===== src/rtl/ecdhe_keygen_bank.sv =====
// ecdhe_keygen_bank
// -----------------------------------------------------------------------------
// Multi-slot ECDHE key-pair generator. A keygen request carries a destination
// slot and a 32-bit seed. The seed is expanded into a KEY_W-bit private key,
// one 32-bit word per cycle (GEN). A fixed-latency stand-in for point
// multiplication follows (MULT). The key pair is then written into the
// selected slot (STORE). Stored pairs are read back through a registered read
// port with one cycle of latency.
//
// Optional feature: define KEYGEN_ZEROIZE_EN to add the zeroize and
// zeroize_slot inputs. These clear a slot, and abort generation into that slot.
//
// Ports:
//   clk, reset          clock; synchronous active-high reset
//   req_valid/req_ready keygen request handshake; req_slot, req_seed payload
//   busy                high in any state other than IDLE
//   done, done_slot     one-cycle pulse when a pair is stored, and its slot
//   error               one-cycle pulse after a request to an out-of-range slot
//   slot_valid          per-slot "holds a complete pair" flags
//   rd_en, rd_slot      read strobe and address
//   rd_valid            registered; addressed slot was valid when rd_en was high
//   rd_public_key       {X, Y}, with X in the upper half
//   rd_private_key      private scalar
//   zeroize, zeroize_slot  (KEYGEN_ZEROIZE_EN only) slot clear strobe/address
//   fsm_state           debug view of the controller state (IDLE=0, GEN=1,
//                       MULT=2, STORE=3)
//
// Handshake: a request transfers on a rising edge where req_valid and req_ready
// are both high and req_slot < NUM_SLOTS. req_ready is high only in IDLE.
// Nothing is queued, so the requester holds req_valid until req_ready is seen.
// In IDLE, a request to an out-of-range slot is dropped and pulses error instead.
// -----------------------------------------------------------------------------
module ecdhe_keygen_bank #(
    parameter int KEY_W     = 256,
    parameter int NUM_SLOTS = 4,
    parameter int LATENCY   = 20,
    localparam int SLOT_W   = (NUM_SLOTS > 1) ? $clog2(NUM_SLOTS) : 1
) (
    input  logic                   clk,
    input  logic                   reset,
    input  logic                   req_valid,
    output logic                   req_ready,
    input  logic [SLOT_W-1:0]      req_slot,
    input  logic [31:0]            req_seed,
    output logic                   busy,
    output logic                   done,
    output logic [SLOT_W-1:0]      done_slot,
    output logic                   error,
    output logic [NUM_SLOTS-1:0]   slot_valid,
    input  logic                   rd_en,
    input  logic [SLOT_W-1:0]      rd_slot,
    output logic                   rd_valid,
    output logic [2*KEY_W-1:0]     rd_public_key,
    output logic [KEY_W-1:0]       rd_private_key,
`ifdef KEYGEN_ZEROIZE_EN
    input  logic                   zeroize,
    input  logic [SLOT_W-1:0]      zeroize_slot,
`endif
    output logic [1:0]             fsm_state
);

    localparam int N        = KEY_W / 32;
    localparam int GEN_CW   = $clog2(N);
    localparam int MULT_CW  = (LATENCY > 1) ? $clog2(LATENCY) : 1;
    localparam logic [31:0] GOLDEN = 32'h9E3779B9;
    localparam logic [KEY_W-1:0] X_PAD = {N{32'hA5A5A5A5}};

    typedef enum logic [1:0] {
        IDLE  = 2'd0,
        GEN   = 2'd1,
        MULT  = 2'd2,
        STORE = 2'd3
    } state_t;

    state_t               state_q;
    state_t               state_d;
    logic [GEN_CW-1:0]    gen_cnt;
    logic [MULT_CW-1:0]   mult_cnt;
    logic [31:0]          word_q;
    logic [KEY_W-1:0]     priv_q;
    logic [SLOT_W-1:0]    cur_slot;

    logic [KEY_W-1:0]     priv_mem [NUM_SLOTS];
    logic [2*KEY_W-1:0]   pub_mem  [NUM_SLOTS];

    logic                 req_slot_ok;
    logic                 rd_slot_ok;
    logic                 rd_hit;
    logic                 gen_last;
    logic                 accept;
    logic                 reject;
    logic                 store_en;
    logic                 zero_hit;
    logic [SLOT_W-1:0]    zero_slot;
    logic                 zero_abort;

    // Range checks are done at 32 bits so that a non-power-of-2 NUM_SLOTS
    // rejects the unused encodings of the slot field.
    assign req_slot_ok = (32'(req_slot) < 32'(NUM_SLOTS));
    assign rd_slot_ok  = (32'(rd_slot) < 32'(NUM_SLOTS));
    assign rd_hit      = rd_slot_ok && slot_valid[rd_slot];
    assign gen_last    = (gen_cnt == GEN_CW'(N - 1));

`ifdef KEYGEN_ZEROIZE_EN
    assign zero_hit  = zeroize && (32'(zeroize_slot) < 32'(NUM_SLOTS));
    assign zero_slot = zeroize_slot;
`else
    assign zero_hit  = 1'b0;
    assign zero_slot = '0;
`endif

    // Zeroizing the slot under generation abandons that generation.
    assign zero_abort = zero_hit && (state_q != IDLE) && (zero_slot == cur_slot);

    assign fsm_state = state_q;

    // State register
    always_ff @(posedge clk) begin
        if (reset) begin
            state_q <= IDLE;
        end else begin
            state_q <= state_d;
        end
    end

    // Next-state logic
    always_comb begin
        state_d = state_q;
        case (state_q)
            IDLE:    if (req_valid && req_slot_ok) state_d = GEN;
            GEN:     if (gen_last) state_d = MULT;
            MULT:    if (mult_cnt == '0) state_d = STORE;
            STORE:   state_d = IDLE;
            default: state_d = IDLE;
        endcase
        if (zero_abort) begin
            state_d = IDLE;
        end
    end

    // Output / control decode
    always_comb begin
        req_ready = (state_q == IDLE);
        busy      = (state_q != IDLE);
        accept    = (state_q == IDLE) && req_valid && req_slot_ok;
        reject    = (state_q == IDLE) && req_valid && !req_slot_ok;
        store_en  = (state_q == STORE) && !zero_abort;
    end

    // Datapath, slot storage and read port
    always_ff @(posedge clk) begin
        if (reset) begin
            gen_cnt        <= '0;
            mult_cnt       <= '0;
            word_q         <= '0;
            priv_q         <= '0;
            cur_slot       <= '0;
            done           <= 1'b0;
            done_slot      <= '0;
            error          <= 1'b0;
            slot_valid     <= '0;
            rd_valid       <= 1'b0;
            rd_public_key  <= '0;
            rd_private_key <= '0;
            for (int i = 0; i < NUM_SLOTS; i++) begin
                priv_mem[i] <= '0;
                pub_mem[i]  <= '0;
            end
        end else begin
            error <= reject;
            done  <= store_en;

            if (accept) begin
                cur_slot             <= req_slot;
                word_q               <= (req_seed == 32'd0) ? 32'd1 : req_seed;
                gen_cnt              <= '0;
                slot_valid[req_slot] <= 1'b0;
            end

            // Words enter at the top and shift down, so after N cycles word 0
            // sits in the LSBs. word_q runs the seed' + i*GOLDEN sequence.
            if (state_q == GEN) begin
                priv_q  <= {word_q, priv_q[KEY_W-1:32]};
                word_q  <= word_q + GOLDEN;
                gen_cnt <= gen_cnt + 1'b1;
                if (gen_last) begin
                    mult_cnt <= MULT_CW'(LATENCY - 1);
                end
            end

            if ((state_q == MULT) && (mult_cnt != '0)) begin
                mult_cnt <= mult_cnt - 1'b1;
            end

            if (store_en) begin
                priv_mem[cur_slot]   <= priv_q;
                pub_mem[cur_slot]    <= {priv_q ^ X_PAD, ~priv_q};
                slot_valid[cur_slot] <= 1'b1;
                done_slot            <= cur_slot;
            end

            // Placed after the store so a clear of the same slot wins.
            if (zero_hit) begin
                priv_mem[zero_slot]   <= '0;
                pub_mem[zero_slot]    <= '0;
                slot_valid[zero_slot] <= 1'b0;
            end
            if (zero_abort) begin
                priv_q <= '0;
            end

            // Reads see the storage as it was before this edge's writes.
            if (rd_en) begin
                rd_valid       <= rd_hit;
                rd_private_key <= rd_hit ? priv_mem[rd_slot] : '0;
                rd_public_key  <= rd_hit ? pub_mem[rd_slot] : '0;
            end else begin
                rd_valid <= 1'b0;
            end
        end
    end

endmodule


===== config.mk =====
export PLATFORM = sky130hd
export DESIGN_NAME = ecdhe_keygen_bank
export DESIGN_NICKNAME = d
export VERILOG_FILES = /design/src/rtl/ecdhe_keygen_bank.sv
export SDC_FILE = /design/constraint.sdc
export NUM_CORES = 2
export LEC_CHECK = 0
export CAP_MARGIN = 20
export CORE_ASPECT_RATIO = 0.75
export CORE_MARGIN = 3
export CORE_UTILIZATION = 50
export DETAILED_ROUTE_END_ITERATION = 16
export MAX_ROUTING_LAYER = met4
export PLACE_DENSITY = 0.7
export SETUP_SLACK_MARGIN = 0.2
export SLEW_MARGIN = 20
export SYNTH_ARGS = -nofsm -noshare
export SYNTH_HDL_FRONTEND = slang
export SYNTH_SLANG_ARGS = --single-unit
export TNS_END_PERCENT = 1

===== constraint.sdc =====
create_clock -name clk -period 43.7 [get_ports clk]
set_input_delay 13.11 -clock clk [delete_from_list [all_inputs] [get_ports clk]]
set_output_delay 13.11 -clock clk [all_outputs]
set_load 0.01 [all_outputs]

==> results.yml <==
outcome:
  outcome: "complete, no violations"
timing:
  timing.final.crit_share_pct: 40.5
  slew_viol_final: 0
  worst_slew_pin_slew_ns: 1.36
  finalSetupTns_ns: 0
  hold_violations: 0
  skew_ns: 0.0443
  rsz0062_at_grt: "false"
  finalSetupViolCount: 0
  slew_headroom_pct: 9.45
  fmax_mhz: 56.5
  fin_crit_ns: 17.69
yosys:
  synth_common_cells: "edfxtp_1, nor2_1, dfxtp_1"
  synth.avg_cell_area_sq_um: 14.4
  post-synth-top-area-cell: "edfxtp_1"
  ys.flop_type: "edfxtp_1"
  synth_seq_cells: 2868
  synth_edf_count: 2048
  synth_area_sq_um: 116000
  ys_types: 79
  synth_top_area_share_pct: 53.1
  synthCells: 8021
  synth_area_leaders: "edfxtp_1, dfxtp_1, mux4_2"
  synth_nets: 8070
  async_flop_share_pct: 0
  yosys_warnings: 0
  yosysMostFrequentCell: "edfxtp_1"
  ys_seq_area_share_pct: 67.3
clocking:
  clock_path_buffers: 4
  cts_root_buf: "clkbuf_16"
  htreeDepth: 5
  cts_setup_buffers: 0
  clk_pin_slew_ns: 0.06
  cts.sinks: 2868
  cts_tree: "built"
  clk_latency_ns: 0.85
  cts-buffers-inserted: 283
  cts.hold.buffers_added: 0
  cts_resized: 0
setup_path:
  required_ns: 44.15
  crit_chain: "buf_8 > inv_2 > nand2_4 > nor2_4 > nand2_4 > nand2_4 > buf_4 > buf_4"
  critical_path_buf_inv_count: 4
  critPathMaxStageDelay_ns: 0.94
  critical_path_class: "input port to register"
  crit_arrival_ns: 18.14
  worst_setup_path_start_kind: "input port"
  cp_common_cell: "nand2_4"
  crit_family: "buffers and inverters"
  reg2reg_slack_ns: 38.45
  cpMaxStageDelayCell: "buf_4"
  crit_fanout: 121
  end_kind: "register"
detailed_routing:
  dr_wl_met3_um: 35200
  drt_iter0_drc: 9039
  topRoutingLayerUsed: "met4"
  wl_met2_um: 148000
  wl_met1_um: 135000
  drt-vias-per-instance: 6.04
  num_vias: 69000
  routed_wl_um: 329000
  wl_per_cell_um: 28.8
  drtAntennaViolNets: 0
  drc: 0
  firstDrtPassIters: 6
global_routing:
  grt_max_degree: 183
  track_usage_pct: 28.0
  grt_pass1_wl_um: 477000
  overflow: 0
  grt_pass1_vias: 66700
  antenna_found_initial: 12
power_and_ir_drop:
  swShare_pct: 24.8
  power_frac_comb_pct: 9.8
  power_leakage_nw: 50.5
  ir_drop_uv: 56.4
  clock_power_share_pct: 38.8
  pwr-share-seq_pct: 51.4
  p_switching_w: 0.00152
  p_per_area_nw_per_um2: 46.5
  intPower_w: 0.00462
floorplan:
  dieArea_sq_um: 237000
  die_h_um: 423
  core_area_sq_um: 230000
  rows: 152
  start_util_pct: 50.4
  die_w_um: 561
  ios: 821
worst_hold_path:
  hold_class: "register to register"
cells_and_area:
  area_growth_pct: 14.4
  fin_cells: 11400
  drive_gt1_share_pct: 12.6
  nets: 8172
placement:
  place.detailed.hpwl_um: 191000
  dp.cells: 10900
  portBuffers: 819
  place.gp.congestion: 0.833
run:
  maxCapViolCount: 0
==> per-layer routing <==
| metal | GRT usage [%] | up-vias |
|---|---|---|
| li1 | - | 29100 |
| met1 | 40.0 | 35600 |
| met2 | 40.7 | 3724 |
| met3 | 5.92 | 518 |
| met4 | 8.27 | 0 |
| met5 | - | - |
==> final cells by class <==
type	instances	area [sq um]
clock inverter	91	813
tap	3080	3850
clock buffer	420	8130
timing repair buffer	919	9140
inverter	14	65.1
antenna	4	10.0
sequential	2868	77900
multi-input combinational	4037	32400
fill	17600	97200
==> cells by family after synthesis <==
logic type	count (synthesis)	synth area share (%)
multiplexers	766	12.2
XOR/XNOR	5	0.0378
adder cells (fa/ha/maj)	9	0.0973
buffers and inverters	1116	4.76
AND/OR/NAND/NOR	2589	11.0
AO/OA/AOI/OAI	667	4.64
flip-flops	2868	67.3
other	1	0.00324
==> through the flow <==
stage	hold slack (ns)	util [%]	worst slack [ns]	area, sq um	total power, W
2_1_floorplan	0.439	-	5.22	116000	0.00367
3_3_place_gp	0.460	53.7	25.30	123000	0.00379
3_5_place_dp	0.463	53.7	25.22	123000	0.00381
4_1_cts	0.474	57.6	26.08	132000	0.00617
5_1_grt	0.492	57.6	25.85	132000	0.00632
6_report	0.475	57.6	26.01	132000	0.00615
==> cells in the final DEF (no fill, tap or decap), drive strengths merged, types with 26 or more instances in the layout <==
master	n
edfxtp	2048
nor2	1307
dfxtp	820
clkdlybuf4s50	815
and2	772
mux4	513
a22o	469
clkbuf	420
and3	268
mux2i	251
buf	104
a21oi	92
nand2	86
clkinv	64
nand3	53
nand2b	48
inv	26
==> registers in the layout, indices dropped and copies added (netlist names) <==
signal and cells:
cur_slot 2, done 1, done_slot 2, fsm_state 2
gen_cnt 3, mult_cnt 5, priv_mem 768, priv_q 256
pub_mem 1280, rd_private_key 128, rd_public_key 384, rd_valid 1
slot_valid 4, word_q 32
==> worst reg2reg max path, stage by stage (launching register included) <==
cell and delay (ns):
dfxtp_1 0.45, ha_1 0.37, nand2_4 0.43, nor2_4 0.30, nand2_4 0.43, nand2_4 0.93, buf_4 0.95, buf_4 0.96
==> final timing paths <==
path / to / startpoint / cells after the start
worst max register to register: pub_mem[1][147] / fsm_state[0] / 7
worst max-delay path: pub_mem[1][147] / reset / 8
worst min-delay path: rd_public_key[54] / rd_public_key[54] / 2
worst min register to register: rd_public_key[54] / rd_public_key[54] / 2
==> power by group through the flow <==
stage / Sequential, W / Clock, W / Combinational [W]
after global routing: 0.00317 / 0.00252 / 0.000635
after global placement: 0.00320 / 0 / 0.000591
after detailed placement: 0.00321 / 0 / 0.000597
final: 0.00316 / 0.00239 / 0.000601
after floorplan: 0.00323 / 0 / 0.000437
after CTS: 0.00315 / 0.00242 / 0.000599
Power figures use the tool's default switching activity.
==> variant (same settings) <==
Change the parameter `NUM_SLOTS` from 4 to 2.
--- a/src/rtl/ecdhe_keygen_bank.sv
+++ b/src/rtl/ecdhe_keygen_bank.sv
@@ -32,7 +32,7 @@
 // -----------------------------------------------------------------------------
 module ecdhe_keygen_bank #(
     parameter int KEY_W     = 256,
-    parameter int NUM_SLOTS = 4,
+    parameter int NUM_SLOTS = 2,
     parameter int LATENCY   = 20,
     localparam int SLOT_W   = (NUM_SLOTS > 1) ? $clog2(NUM_SLOTS) : 1
 ) (
Interface: changed (resized done_slot, rd_slot, req_slot and slot_valid); port bits go from 821 to 816. The function was not compared with the original's and may differ.
==> variant against the original RTL <==
  * Routed wire length shrank 38%
  * Worst setup slack worse by 0.16 ns
  * Global-route usage decreased by 0.34 points
  * Count of clock-buffer cells in the layout decreased by 168
  * Sequential cell count decreased by 1028
  * Hold slack worse by 0.023 ns
  * Cell area down 37%
  * Power down 37%
  * Via count decreased by 33%
  * Synthesized area down 39%
  * Critical endpoint is now pub_mem[1][62]
  * Largest cell class unchanged
==> variant: results (changes against the original RTL) <==
Post-synth EDFFs = 1024 (was 2048)
Hold Startpoint = rd_private_key[47] (was rd_public_key[54])
Worst R2R Path Depth = 8 (was 7)
clock skew = 0.03284 ns (was 0.04431 ns)
Port Buffers = 814 (was 819)
Post-DP HPWL = 126.9 mm (was 190.6 mm)
flop2flop setup slack = 37.73 ns (was 38.45 ns)
sequential area share after synthesis = 66.46% (was 67.33%)
Netlist cell types = 73 (was 79)
combinational cell power = 410 uW (was 601 uW)
arrival time at the worst endpoint = 18.26 ns (was 18.14 ns)
synth top area cells = edfxtp_1, dfxtp_1, mux2i_1 (was edfxtp_1, dfxtp_1, mux4_2)
Hold Path Sink = rd_private_key[47] (was rd_public_key[54])
placer congestion estimate = 0.8542 (was 0.8329)
Max clock buf depth = 3 (was 4)
fin nets = 6317 (was 8172)
critical path endpoint = pub_mem[1][62] (was pub_mem[1][147])
Starting DRT DRC Count = 4997 (was 9039)
Net Sw Power = 978.1 uW (was 1522 uW)
Worst-Skew Late Latency = 0.81 ns (was 0.85 ns)
GRT Total Usage = 27.67% (was 28.01%)
leakage power = 0.03324 uW (was 0.05051 uW)
syn_nets = 5938 (was 8070)
fill cell count = 10940 (was 17600)
Worst slew margin = 18.76% (was 9.454%)
largest net degree at the start of global routing = 175 (was 183)
H-tree levels = 4 (was 5)
Worst-path clk slew = 0.06 ns (about the same)
ratio of cells with drive above 1 in the final layout = 5.083% (was 12.59%)
status = complete, no violations (unchanged)
vias in the first global route = 43280 (was 66730)
final WL = 202.8 mm (was 328.8 mm)
VDD IR max = 0.00004763 V (was 0.00005642 V)
commonest cells in the synthesized netlist = edfxtp_1, dfxtp_1, nor2_1 (was edfxtp_1, nor2_1, dfxtp_1)
Min Hold Slack = 0.4525 ns (was 0.4754 ns)
hold buffers post-CTS = 0 (unchanged)
DRT Pass-1 Iters = 8 (was 6)
Logic pwr share = 10.6% (was 9.8%)
seq pwr = 1990 uW (was 3160 uW)
biggest regs = priv_mem x512, pub_mem x512, rd_public_key x384 (was pub_mem x1280, priv_mem x768, rd_public_key x384)
first-pass GRT wire length = 293.3 mm (was 477.2 mm)
Crit-path slowest cell = buf_4 (unchanged)
TritonCTS buffer count = 171 (was 283)
Largest stage delay, worst path = 0.84 ns (was 0.94 ns)
Vias = 46120 (was 69000)
variant: changes by cell type after synthesis, moves of 59 or more:
cell,before,now
a21oi_1,92,33
a22o_1,469,0
and2_1,772,260
clkbuf_1,681,349
edfxtp_1,2048,1024
mux2i_1,251,766
mux4_2,513,0
nand2_1,86,578
nor2_1,1307,792
o21ai_0,19,522
variant: final cells by class:
cell class                      instances  area, um2  share of cell area [%]
Antenna cell                            2      5.005                0.005962
Clock buffer                          252       4870                   5.801
Clock inverter                         65      620.6                  0.7392
Inverter                               10      37.54                 0.04471
Multi-Input combinational cell       3384      20330                   24.22
Sequential cell                      1840      47090                   56.09
Tap cell                             1860       2327                   2.772
Timing Repair Buffer                  863       8670                   10.33
variant: per-stage QoR:
step / cells / cell area [um2] / setup WS (ns) / util, %
2_1_floorplan: 5891 / 70850 / 17.59 / -
3_3_place_gp: 7955 / 78400 / 25.19 / 56.25
3_5_place_dp: 7955 / 78400 / 25.11 / 56.25
4_1_cts: 8272 / 83890 / 25.97 / 60.19
5_1_grt: 8275 / 83950 / 25.63 / 60.23
6_report: 8276 / 83950 / 25.85 / 60.23
variant: worst min-delay path: cells and delay by family, from the launching register on:
| kind | cells | cell delay [ns] |
|---|---|---|
| DFF | 1 | 0.32 |
| AOI/OAI and AO/OA | 1 | 0.05 |
| and+or+nand+nor | 1 | 0.04 |
variant: routing by layer:
metal | share of wire [%] | global-route usage (%) | vias up
met5 | 0 | - | -
met2 | 47 | 42.65 | 1834
li1 | - | - | 21010
met3 | 8.2 | 4.964 | 235
met1 | 42 | 37.83 | 23050
met4 | 2.6 | 7.515 | 0
variant: cells by family after synthesis:
kind of cell    synth area share [%]
compound gates                 4.970
fa+ha+maj                     0.1589
other cells                 0.005293
simple gates                   12.50
mux                            10.84
xor+xnor                      0.1113
buf+inv                        4.955
flops                          66.46
